--- config.mk ---
export PLATFORM = sky130hd
export DESIGN_NAME = c7bbiu_arb
export DESIGN_NICKNAME = d
export VERILOG_FILES = /design/src/rtl/c7b_biu_pkg.sv /design/src/rtl/c7bbiu_starve_cnt.sv /design/src/rtl/c7bbiu_arb.sv
export SDC_FILE = /design/constraint.sdc
export NUM_CORES = 1
export LEC_CHECK = 0
export ABC_AREA = 0
export CAP_MARGIN = 15
export CORE_AREA = 2 2 175 177
export CTS_CLUSTER_SIZE = 30
export DETAILED_ROUTE_END_ITERATION = 16
export DIE_AREA = 0 0 177 179
export PLACE_DENSITY = 0.39
export SYNTH_ARGS = -nofsm -noshare
export SYNTH_HDL_FRONTEND = slang
export SYNTH_SLANG_ARGS = --single-unit
--- constraint.sdc ---
create_clock -name clk -period 2.8 [get_ports clk]
set_input_delay 0.42 -clock clk [delete_from_list [all_inputs] [get_ports clk]]
set_output_delay 0.42 -clock clk [all_outputs]
set_load 0.1 [all_outputs]
--- src/rtl/c7b_biu_pkg.sv ---
// Shared types and defaults for the c7bbiu memory-port arbiter.
package c7b_biu_pkg;

  typedef enum logic {
    StIdle = 1'b0,
    StBusy = 1'b1
  } state_e;

  typedef enum logic {
    OwnIfu = 1'b0,
    OwnLsu = 1'b1
  } owner_e;

  localparam int unsigned StarveMaxDefault = 4;
  localparam int unsigned StarveCntW       = 3;

endpackage

--- src/rtl/c7bbiu_starve_cnt.sv ---
// Saturating count of consecutive LSU grants taken while fetch was waiting.
module c7bbiu_starve_cnt
  import c7b_biu_pkg::*;
#(
  parameter int unsigned StarveMax = StarveMaxDefault
) (
  input  logic clk_i,
  input  logic rst_ni,
  input  logic clr_i,
  input  logic inc_i,
  output logic at_max_o
);

  localparam logic [StarveCntW-1:0] MaxVal = StarveCntW'(StarveMax);

  logic [StarveCntW-1:0] cnt_q, cnt_d;

  assign at_max_o = (cnt_q == MaxVal);

  always_comb begin
    cnt_d = cnt_q;
    if (clr_i) begin
      cnt_d = '0;
    end else if (inc_i && !at_max_o) begin
      cnt_d = cnt_q + 1'b1;
    end
  end

  always_ff @(posedge clk_i or negedge rst_ni) begin
    if (!rst_ni) begin
      cnt_q <= '0;
    end else begin
      cnt_q <= cnt_d;
    end
  end

endmodule

--- src/rtl/c7bbiu_arb.sv ---
// IFU/LSU arbiter for the single 64-bit memory port: one outstanding
// transaction, response routing, flush drop and anti-starvation for fetch.
module c7bbiu_arb
  import c7b_biu_pkg::*;
#(
  parameter int unsigned STARVE_MAX = StarveMaxDefault
) (
  input  logic        clk,
  input  logic        resetn,
  input  logic        ifu_biu_req,
  input  logic [31:0] ifu_biu_addr,
  output logic        biu_ifu_ack,
  output logic        biu_ifu_data_vld,
  output logic [63:0] biu_ifu_data,
  input  logic        ifu_biu_cancel,
  input  logic        lsu_biu_req,
  input  logic        lsu_biu_wr,
  input  logic [31:0] lsu_biu_addr,
  input  logic [63:0] lsu_biu_wdata,
  input  logic [7:0]  lsu_biu_wstrb,
  output logic        biu_lsu_ack,
  output logic        biu_lsu_data_vld,
  output logic [63:0] biu_lsu_data,
  output logic        biu_mem_req,
  output logic        biu_mem_wr,
  output logic [31:0] biu_mem_addr,
  output logic [63:0] biu_mem_wdata,
  output logic [7:0]  biu_mem_wstrb,
  input  logic        mem_biu_ack,
  input  logic        mem_biu_rvalid,
  input  logic [63:0] mem_biu_rdata
);

  state_e state_q, state_d;
  owner_e owner_q, owner_d;
  logic   drop_q, drop_d;

  logic issue_ok, grant_ifu, grant_lsu, ifu_ack, lsu_ack, rsp_vld, starve_at_max;
  logic unused_ifu_addr_lsbs;

  assign unused_ifu_addr_lsbs = ^ifu_biu_addr[2:0];

  // A new request may go out in the same cycle the previous response returns.
  assign issue_ok  = resetn & ((state_q == StIdle) | mem_biu_rvalid);
  assign grant_ifu = issue_ok & ifu_biu_req & (~lsu_biu_req | starve_at_max);
  assign grant_lsu = issue_ok & lsu_biu_req & ~grant_ifu;
  assign ifu_ack   = grant_ifu & mem_biu_ack;
  assign lsu_ack   = grant_lsu & mem_biu_ack;

  assign biu_ifu_ack = ifu_ack;
  assign biu_lsu_ack = lsu_ack;

  assign rsp_vld          = resetn & (state_q == StBusy) & mem_biu_rvalid;
  assign biu_lsu_data_vld = rsp_vld & (owner_q == OwnLsu);
  assign biu_ifu_data_vld = rsp_vld & (owner_q == OwnIfu) & ~drop_q & ~ifu_biu_cancel;
  assign biu_ifu_data     = resetn ? mem_biu_rdata : '0;
  assign biu_lsu_data     = resetn ? mem_biu_rdata : '0;

  always_comb begin
    biu_mem_req   = 1'b0;
    biu_mem_wr    = 1'b0;
    biu_mem_addr  = '0;
    biu_mem_wdata = '0;
    biu_mem_wstrb = '0;
    if (grant_ifu) begin
      biu_mem_req  = 1'b1;
      biu_mem_addr = {ifu_biu_addr[31:3], 3'b000};
    end else if (grant_lsu) begin
      biu_mem_req   = 1'b1;
      biu_mem_wr    = lsu_biu_wr;
      biu_mem_addr  = lsu_biu_addr;
      biu_mem_wdata = lsu_biu_wr ? lsu_biu_wdata : '0;
      biu_mem_wstrb = lsu_biu_wr ? lsu_biu_wstrb : '0;
    end
  end

  // A cancel coinciding with an IFU ack targets the old fetch, not the new one.
  always_comb begin
    state_d = state_q;
    owner_d = owner_q;
    drop_d  = drop_q;
    if (ifu_ack || lsu_ack) begin
      state_d = StBusy;
      owner_d = lsu_ack ? OwnLsu : OwnIfu;
      drop_d  = 1'b0;
    end else if ((state_q == StBusy) && mem_biu_rvalid) begin
      state_d = StIdle;
    end else if ((state_q == StBusy) && (owner_q == OwnIfu) && ifu_biu_cancel) begin
      drop_d = 1'b1;
    end
  end

  always_ff @(posedge clk or negedge resetn) begin
    if (!resetn) begin
      state_q <= StIdle;
      owner_q <= OwnIfu;
      drop_q  <= 1'b0;
    end else begin
      state_q <= state_d;
      owner_q <= owner_d;
      drop_q  <= drop_d;
    end
  end

  c7bbiu_starve_cnt #(
    .StarveMax(STARVE_MAX)
  ) u_starve_cnt (
    .clk_i   (clk),
    .rst_ni  (resetn),
    .clr_i   (ifu_ack | ~ifu_biu_req),
    .inc_i   (lsu_ack & ifu_biu_req),
    .at_max_o(starve_at_max)
  );

endmodule

==> results.md, run 1 <==
* Util after Layout at about 25%
* Post-Syn Area at between 2000 and 2500 um2
* GRT Residual Overflow at 0
* Post-layout instance area at 7460 um2
* Skew-Pair Late Insertion Delay at approximately 0.23 ns
* Required @ worst endpoint at 2.38 ns
* Site Rows at 64
* Final worst-path setup slack at 0.135 ns
* Pwr/cell area at 325 nW/um2
* Final #Nets at 876
* Largest family of logic cells by synthesized area: simple AND/OR/NAND/NOR gates
* Area share of and/or/nand/nor cells after synthesis at about 48%
* Final setup fails at 0
* Total routed wirelength at about 15 mm
* Critical Path Sink Type: primary output
* Share of post-route cells with drive strength above 1 at around two fifths
* Total GRT Usage at just over 8%
* Post-Synth XOR/XNOR Area at 0%
* Post-CTS Resized at 0
* Clock Skew at 0.00265 ns
* Die W at between 150 and 200 um
* Largest area contributor in the netlist: and2_1
* Worst Reg2Reg Path Length in Cells at 5
* Dpl hpwl at 13.2 mm
* RSZ-0062 raised after global routing: false
* CTS Buffer Depth at 2
* Area share of the leading cell type in the synthesized netlist at approximately two fifths
* IO Port Bufs at 442
* Tmin final at approximately 2.7 ns
* Largest net degree at the start of global routing at 75
* Placed instance area at 7390 um2
* 1st-iter DRT viols at 87
* Seq cells post-synth at 6
* Synth cell types at 30
* Worst setup SP type: primary input
* Max VDD drop at ~0.12 mV
* FILL cells at 3196
* Share of the yosys chip area belonging to registers at between 7 and 8%
* Worst Setup Path Type: in2out
* Routability Congestion at about 0.73
* Clock Sinks at 6
* First-pass GRT wire length at 19.9 mm
* Multi-input gate area at 1430 um2
* Synth Area in Adders at about 1.2%
* ANT nets after route at 0
* Initial Util at under 10%
* CTS tree: done
* Static leakage power at between 3 and 4 nW
* Crit Path Max Fanout at 73
* H-Tree Depth at 1
* DRC Markers at 0
* Arrival time at the worst endpoint at between 2 and 2.5 ns
* TritonRoute pass-1 iters at 4
* Die height at 179 um
* Final Hold Vio Count at 0
* CORE AREA at 30000 um2
* Min-delay worst type: in2async
* Clk slew on worst S/H paths at about 0.03 ns
* Synth Area in Compound Gates at 16.2%
* Post-synthesis mux area share at 0%
* Vias in the first global route at approximately 3200
* Worst Hold Slack at just under 0.2 ns
* DP Worst Slack at 0.151 ns
* Sum of negative setup slack at 0 ns
* Synth area leaders: and2_1, buf_4, a22o_1
* Status: complete, no violations
* Period utilization at a little over nine tenths
* Syn avg cell area at between 7 and 8 um2
* WL per Instance at around 14 um
* Worst-Margin Slew at between 0.4 and 0.5 ns
* Max-Cap Viols at 0
* Count of pins over their slew limit at 0
* Antenna diodes at 0
* Clk root buf: clkbuf_16
* Number of cells produced by synthesis at 298
* Initial antenna violation count at 0
* I/O pin total at approximately 450
* Setup bufs post-CTS at 0
* Synth warnings at 0
* TritonCTS Buffers at 3
* Die footprint at 31700 um2
* Register area at 150 um2
* Vias at approximately 3300
* Vias per cell at about 3.1
* FMAX at between 300 and 400 MHz
* P&R area growth vs syn at 248%
* Syn_nets at 508
* Cts hold-fix bufs at 0
* Worst slew margin relative to its limit at 72.8%
-- metal layers --
layer	up-vias	share of wire [%]	track usage, %
met1	1439	34	8.94
met4	0	0.49	0.930
met5	-	0	0
li1	1636	-	-
met3	5	9.7	2.44
met2	201	56	16.1
-- area by class of cell --
cell class / instances / share of cell area, %
Sequential cell: 6 / 2.01
Inverter: 5 / 0.252
Timing Repair Buffer: 448 / 71.0
Multi-Input combinational cell: 202 / 19.1
Tap cell: 396 / 6.64
Clock buffer: 3 / 1.01
-- placed cells by master (no fill, tap or decap) --
master           Yosys  layout
a21o_1               1       1
a21oi_1              1       1
nor3_4               0       1
nor2_1               2       2
clkbuf_16            0       3
a21boi_0             3       3
nor4_2               0       1
nor4b_4              1       1
nand3_1              1       1
ha_1                 2       2
a22o_1              30      30
nor3_2               1       1
dfrtp_1              6       6
clkdlybuf4s50_1      0     203
a31oi_1              1       1
or4b_1               2       2
and2_1             140     131
buf_4               64     130
nor3_1               2       1
buf_2                6       1
o31ai_1              1       1
nor3b_2              0       1
nor2b_4              1       1
a221oi_2             1       1
buf_12               0     114
nand2_1              4       4
or4_1                2       2
a21bo_2              1       1
o21ai_0              2       2
and2_2               0       9
and3_4               1       1
inv_1                5       5
-- worst max-delay path: stages --
cell and delay, ns:
clkdlybuf4s50_1 0.55, nand2_1 0.18, nor4b_4 0.30, buf_12 0.27, and2_1 0.26, buf_12 0.19
-- path summary, 6_finish.rpt --
check / from / endpoint / slack, ns
max: lsu_biu_req / biu_mem_wdata[5] / 0.14
min: resetn / u_starve_cnt.cnt_q[2] / 0.20
max reg2reg: u_starve_cnt.cnt_q[0] / u_starve_cnt.cnt_q[2] / 1.00
min reg2reg: drop_q / drop_q / 0.54
max in group asynchronous: resetn / owner_q / 2.39
min in group clk: drop_q / drop_q / 0.54
-- cell families after synthesis --
group / Yosys count
simple gates: 159
buf+inv: 90
compound gates: 41
flops: 6
fa+ha+maj: 2
-- registers in the layout, summed over array words and instances, names as in the netlist --
name,count
u_starve_cnt.cnt_q,3
owner_q,1
state_q,1
drop_q,1
-- metrics by stage --
step	cells	total power, mW
floorplan	298	1.49
global route	1060	2.50
detailed placement	1057	2.20
CTS	1060	2.45
finish	1060	2.42
global placement	1057	2.21
-- synthesized netlist by cell type, drive strengths merged --
library cell and count:
a21oi 1, and3 1, clkbuf 14, nand2 4, nor4 1, nor4b 1, nor2 2, or4 2
nor2b 1, a21boi 3, a221oi 1, a22o 30, nor3 3, o21ai 2, a21bo 1, a21o 1
o31ai 1, or4b 2, buf 71, dfrtp 6, and2 140, nand3 1, nor3b 1, a31oi 1
inv 5, ha 2
-- where the power goes --
part           total (mW)  switching [mW]  internal, mW
Combinational        2.09            1.41         0.678
Clock               0.235          0.0514         0.184
Sequential          0.101         0.00593        0.0947
Total                2.42            1.47         0.956
(Power assumes the default switching activity.)
==> inputs of run 2 (changes only) <==
- CAP_MARGIN: 15 -> default
- CORE_AREA: 2 2 175 177 -> 2 2 173 175
- DIE_AREA: 0 0 177 179 -> 0 0 175 177
- PLACE_DENSITY: 0.39 -> 0.41
- clock period: 2.8 -> 2.4 ns (I/O delays scaled with it)
==> run 2 against run 1 <==
Cell area grew 26%. Clock skew shrank 0.0024 ns. First-iteration DRC count shrank 29%. Global-route usage grew 1.2 points.
==> results.md, run 2 (synthesized netlist as in run 1, its figures left out) <==
* CTS tree: done (unchanged)
* GRT Residual Overflow at 0 (unchanged)
* TritonCTS Buffers at 3 (unchanged)
* CTS Buffer Depth at 2 (unchanged)
* Die footprint at 31000 um2 (was 31700 um2)
* Required @ worst endpoint at 2.04 ns (was 2.38 ns)
* DRC Markers at 0 (unchanged)
* Critical Path Sink Type: primary output (unchanged)
* Worst Setup Path Type: in2out (unchanged)
* Worst setup SP type: primary input (unchanged)
* Clk slew on worst S/H paths at 0.03 ns (about the same)
* Initial Util at 7.33% (was 7.14%)
* Post-layout instance area at 9440 um2 (was 7460 um2)
* Tmin final at 2.33 ns
* Critical Path Slowest Stage Cell: clkdlybuf4s50_1 (unchanged)
* RSZ-0062 raised after global routing: true (was false)
* Cell Count, Final, Fillers Out at 1069 (was 1060)
* Min-delay worst type: in2async (unchanged)
* Internal at 1.44 mW (was 956 uW)
* Largest Register: u_starve_cnt.cnt_q (unchanged)
* Dpl hpwl at 14.1 mm (was 13.2 mm)
* Psw at 1.78 mW (was 1.47 mW)
* Crit Path Max Fanout at 18 (was 73)
* Initial antenna violation count at 0 (unchanged)
* Placed instance area at 9140 um2 (was 7390 um2)
* Seq pwr share at 3.6% (was 4.2%)
* Share of post-route cells with drive strength above 1 at 55.8% (was 40.1%)
* Final Hold Vio Count at 0 (unchanged)
* Slowest stage delay, CP at 0.42 ns (was 0.55 ns)
* IO Port Bufs at 442 (unchanged)
* Worst Hold Slack at 0.184 ns (was 0.197 ns)
* Crit-path cells: clkdlybuf4s50_1 -> and3_4 -> nor4b_4 -> buf_6 -> clkbuf_16 -> and2_2 -> buf_12 (was clkdlybuf4s50_1 -> nand2_1 -> nor4b_4 -> buf_12 -> and2_1 -> buf_12)
* Clk root buf: clkbuf_16 (unchanged)
* Max reg flops at 3 (unchanged)
* Logic pwr share at 88.2% (was 86.2%)
* ANT nets after route at 0 (unchanged)
* Final #Nets at 891 (was 876)
* Antenna diodes at 0 (unchanged)
* I/O pin total at 446 (unchanged)
* DP Worst Slack at -0.0547 ns (was 0.151 ns)
* Max-Cap Viols at 0 (unchanged)
* Max VDD drop at 0.195 mV (was 0.125 mV)
* Tot Pwr at 3.23 mW (was 2.42 mW)
* First-pass GRT wire length at 22.6 mm (was 19.9 mm)
* Vias at 3416 (was 3281)
* Final setup fails at 0 (unchanged)
* Part of the power in the clock network at 8.1% (was 9.7%)
* Vias per cell at 3.20 (was 3.10)
* Switching Fraction at 55.3% (was 60.5%)
* Static leakage power at 3.82 nW (was 3.15 nW)
* TritonRoute pass-1 iters at 4 (unchanged)
* P&R area growth vs syn at 340% (was 248%)
* Dpl cells at 1056 (was 1057)
* Skew-Pair Late Insertion Delay at 0.22 ns (was 0.23 ns)
* Vias in the first global route at 3497 (was 3168)
* FMAX at around 430 MHz
* Arrival time at the worst endpoint at 1.97 ns (was 2.24 ns)
* Clock Sinks at 6 (unchanged)
* Sum of negative setup slack at 0 ns (unchanged)
* WL per Instance at 15.5 um (was 14.1 um)
* Worst slew margin relative to its limit at 77.1% (was 72.8%)
* Largest net degree at the start of global routing at 70 (was 75)
* Total routed wirelength at 16.5 mm (was 15.0 mm)
* Status: complete, no violations (unchanged)
* Final worst-path setup slack at 0.0702 ns (was 0.135 ns)
* Worst Path Buf+Inv at 4 (was 3)
* Util after Layout at 32.3% (was 24.8%)
* Delay-heaviest family, CP: buffers and inverters (unchanged)
* FILL cells at 2925 (was 3196)
* Commonest non-fill, non-tap cell in the layout: buf_12 (was clkdlybuf4s50_1)
* Clock Skew at 0.000199 ns (was 0.00265 ns)
* CORE AREA at 29200 um2 (was 30000 um2)
* Die W at 175 um (was 177 um)
* Total GRT Usage at 9.51% (was 8.26%)
* Count of pins over their slew limit at 0 (unchanged)
* Worst-Margin Slew at 0.343 ns (was 0.405 ns)
* Site Rows at 63 (was 64)
* 1st-iter DRT viols at 62 (was 87)
* Routability Congestion at 0.692 (was 0.726)
* Commonest cells after routing, fill and taps aside: buf_12, clkdlybuf4s50_1, and2_2 (was clkdlybuf4s50_1, and2_1, buf_4)
* Period utilization at 97.1%
* Pwr/cell area at 342 nW/um2 (was 325 nW/um2)
* Die height at 177 um (was 179 um)
* H-Tree Depth at 1 (unchanged)
## run 2: changes by cell type in the layout (fill, tap and decap cells not counted), moves of 4 or more
cell,previous run,this run
and2_4,0,6
a22o_4,0,4
a22o_2,0,24
buf_4,130,9
a22o_1,30,2
and2_2,9,70
and2_1,131,64
buf_12,114,243
## run 2: layout make-up
type / count / area (um2) / area share [%]
Multi-Input combinational cell: 202 / 1600 / 16.9
Timing Repair Buffer: 463 / 7110 / 75.3
Tap cell: 390 / 488 / 5.17
Inverter: 5 / 18.8 / 0.199
Clock buffer: 3 / 75.1 / 0.795
Sequential cell: 6 / 150 / 1.59
## run 2: repair_timing
action / CTS / global route
pin swaps: 2 / 1
endpoints found under the setup margin: 103 / 77
setup buffers: 5 / 0
hold buffers: 1 / 0
endpoints found under the hold margin: 3 / 0
resized for setup: 10 / 13
gates cloned: 3 / 2
## run 2: metal layers
metal	wire (um)	global-route usage, %
met1	5650	10.1
met2	9510	19.3
met3	1350	2.58
met4	23	0.521
met5	0	0
## run 2: power groups by stage
| stage | clock, mW | sequential, mW | combinational [mW] |
|---|---|---|---|
| 2_1_floorplan | 0 | 0.117 | 1.63 |
| 3_3_place_gp | 0 | 0.118 | 2.82 |
| 3_5_place_dp | 0 | 0.119 | 2.82 |
| 4_1_cts | 0.269 | 0.117 | 2.86 |
| 5_1_grt | 0.278 | 0.118 | 2.92 |
| 6_report | 0.262 | 0.117 | 2.85 |
## run 2: final timing paths
check / from / end / slack, ns / cells after the start
setup / recovery: ifu_biu_req / biu_mem_wdata[15] / 0.07 / 7
hold / removal: resetn / owner_q / 0.18 / 2
setup reg to reg: u_starve_cnt.cnt_q[1] / u_starve_cnt.cnt_q[2] / 0.73 / 5
hold reg to reg: owner_q / owner_q / 0.55 / 1
max in group asynchronous: resetn / u_starve_cnt.cnt_q[2] / 1.64 / 2
min in group clk: owner_q / owner_q / 0.55 / 1
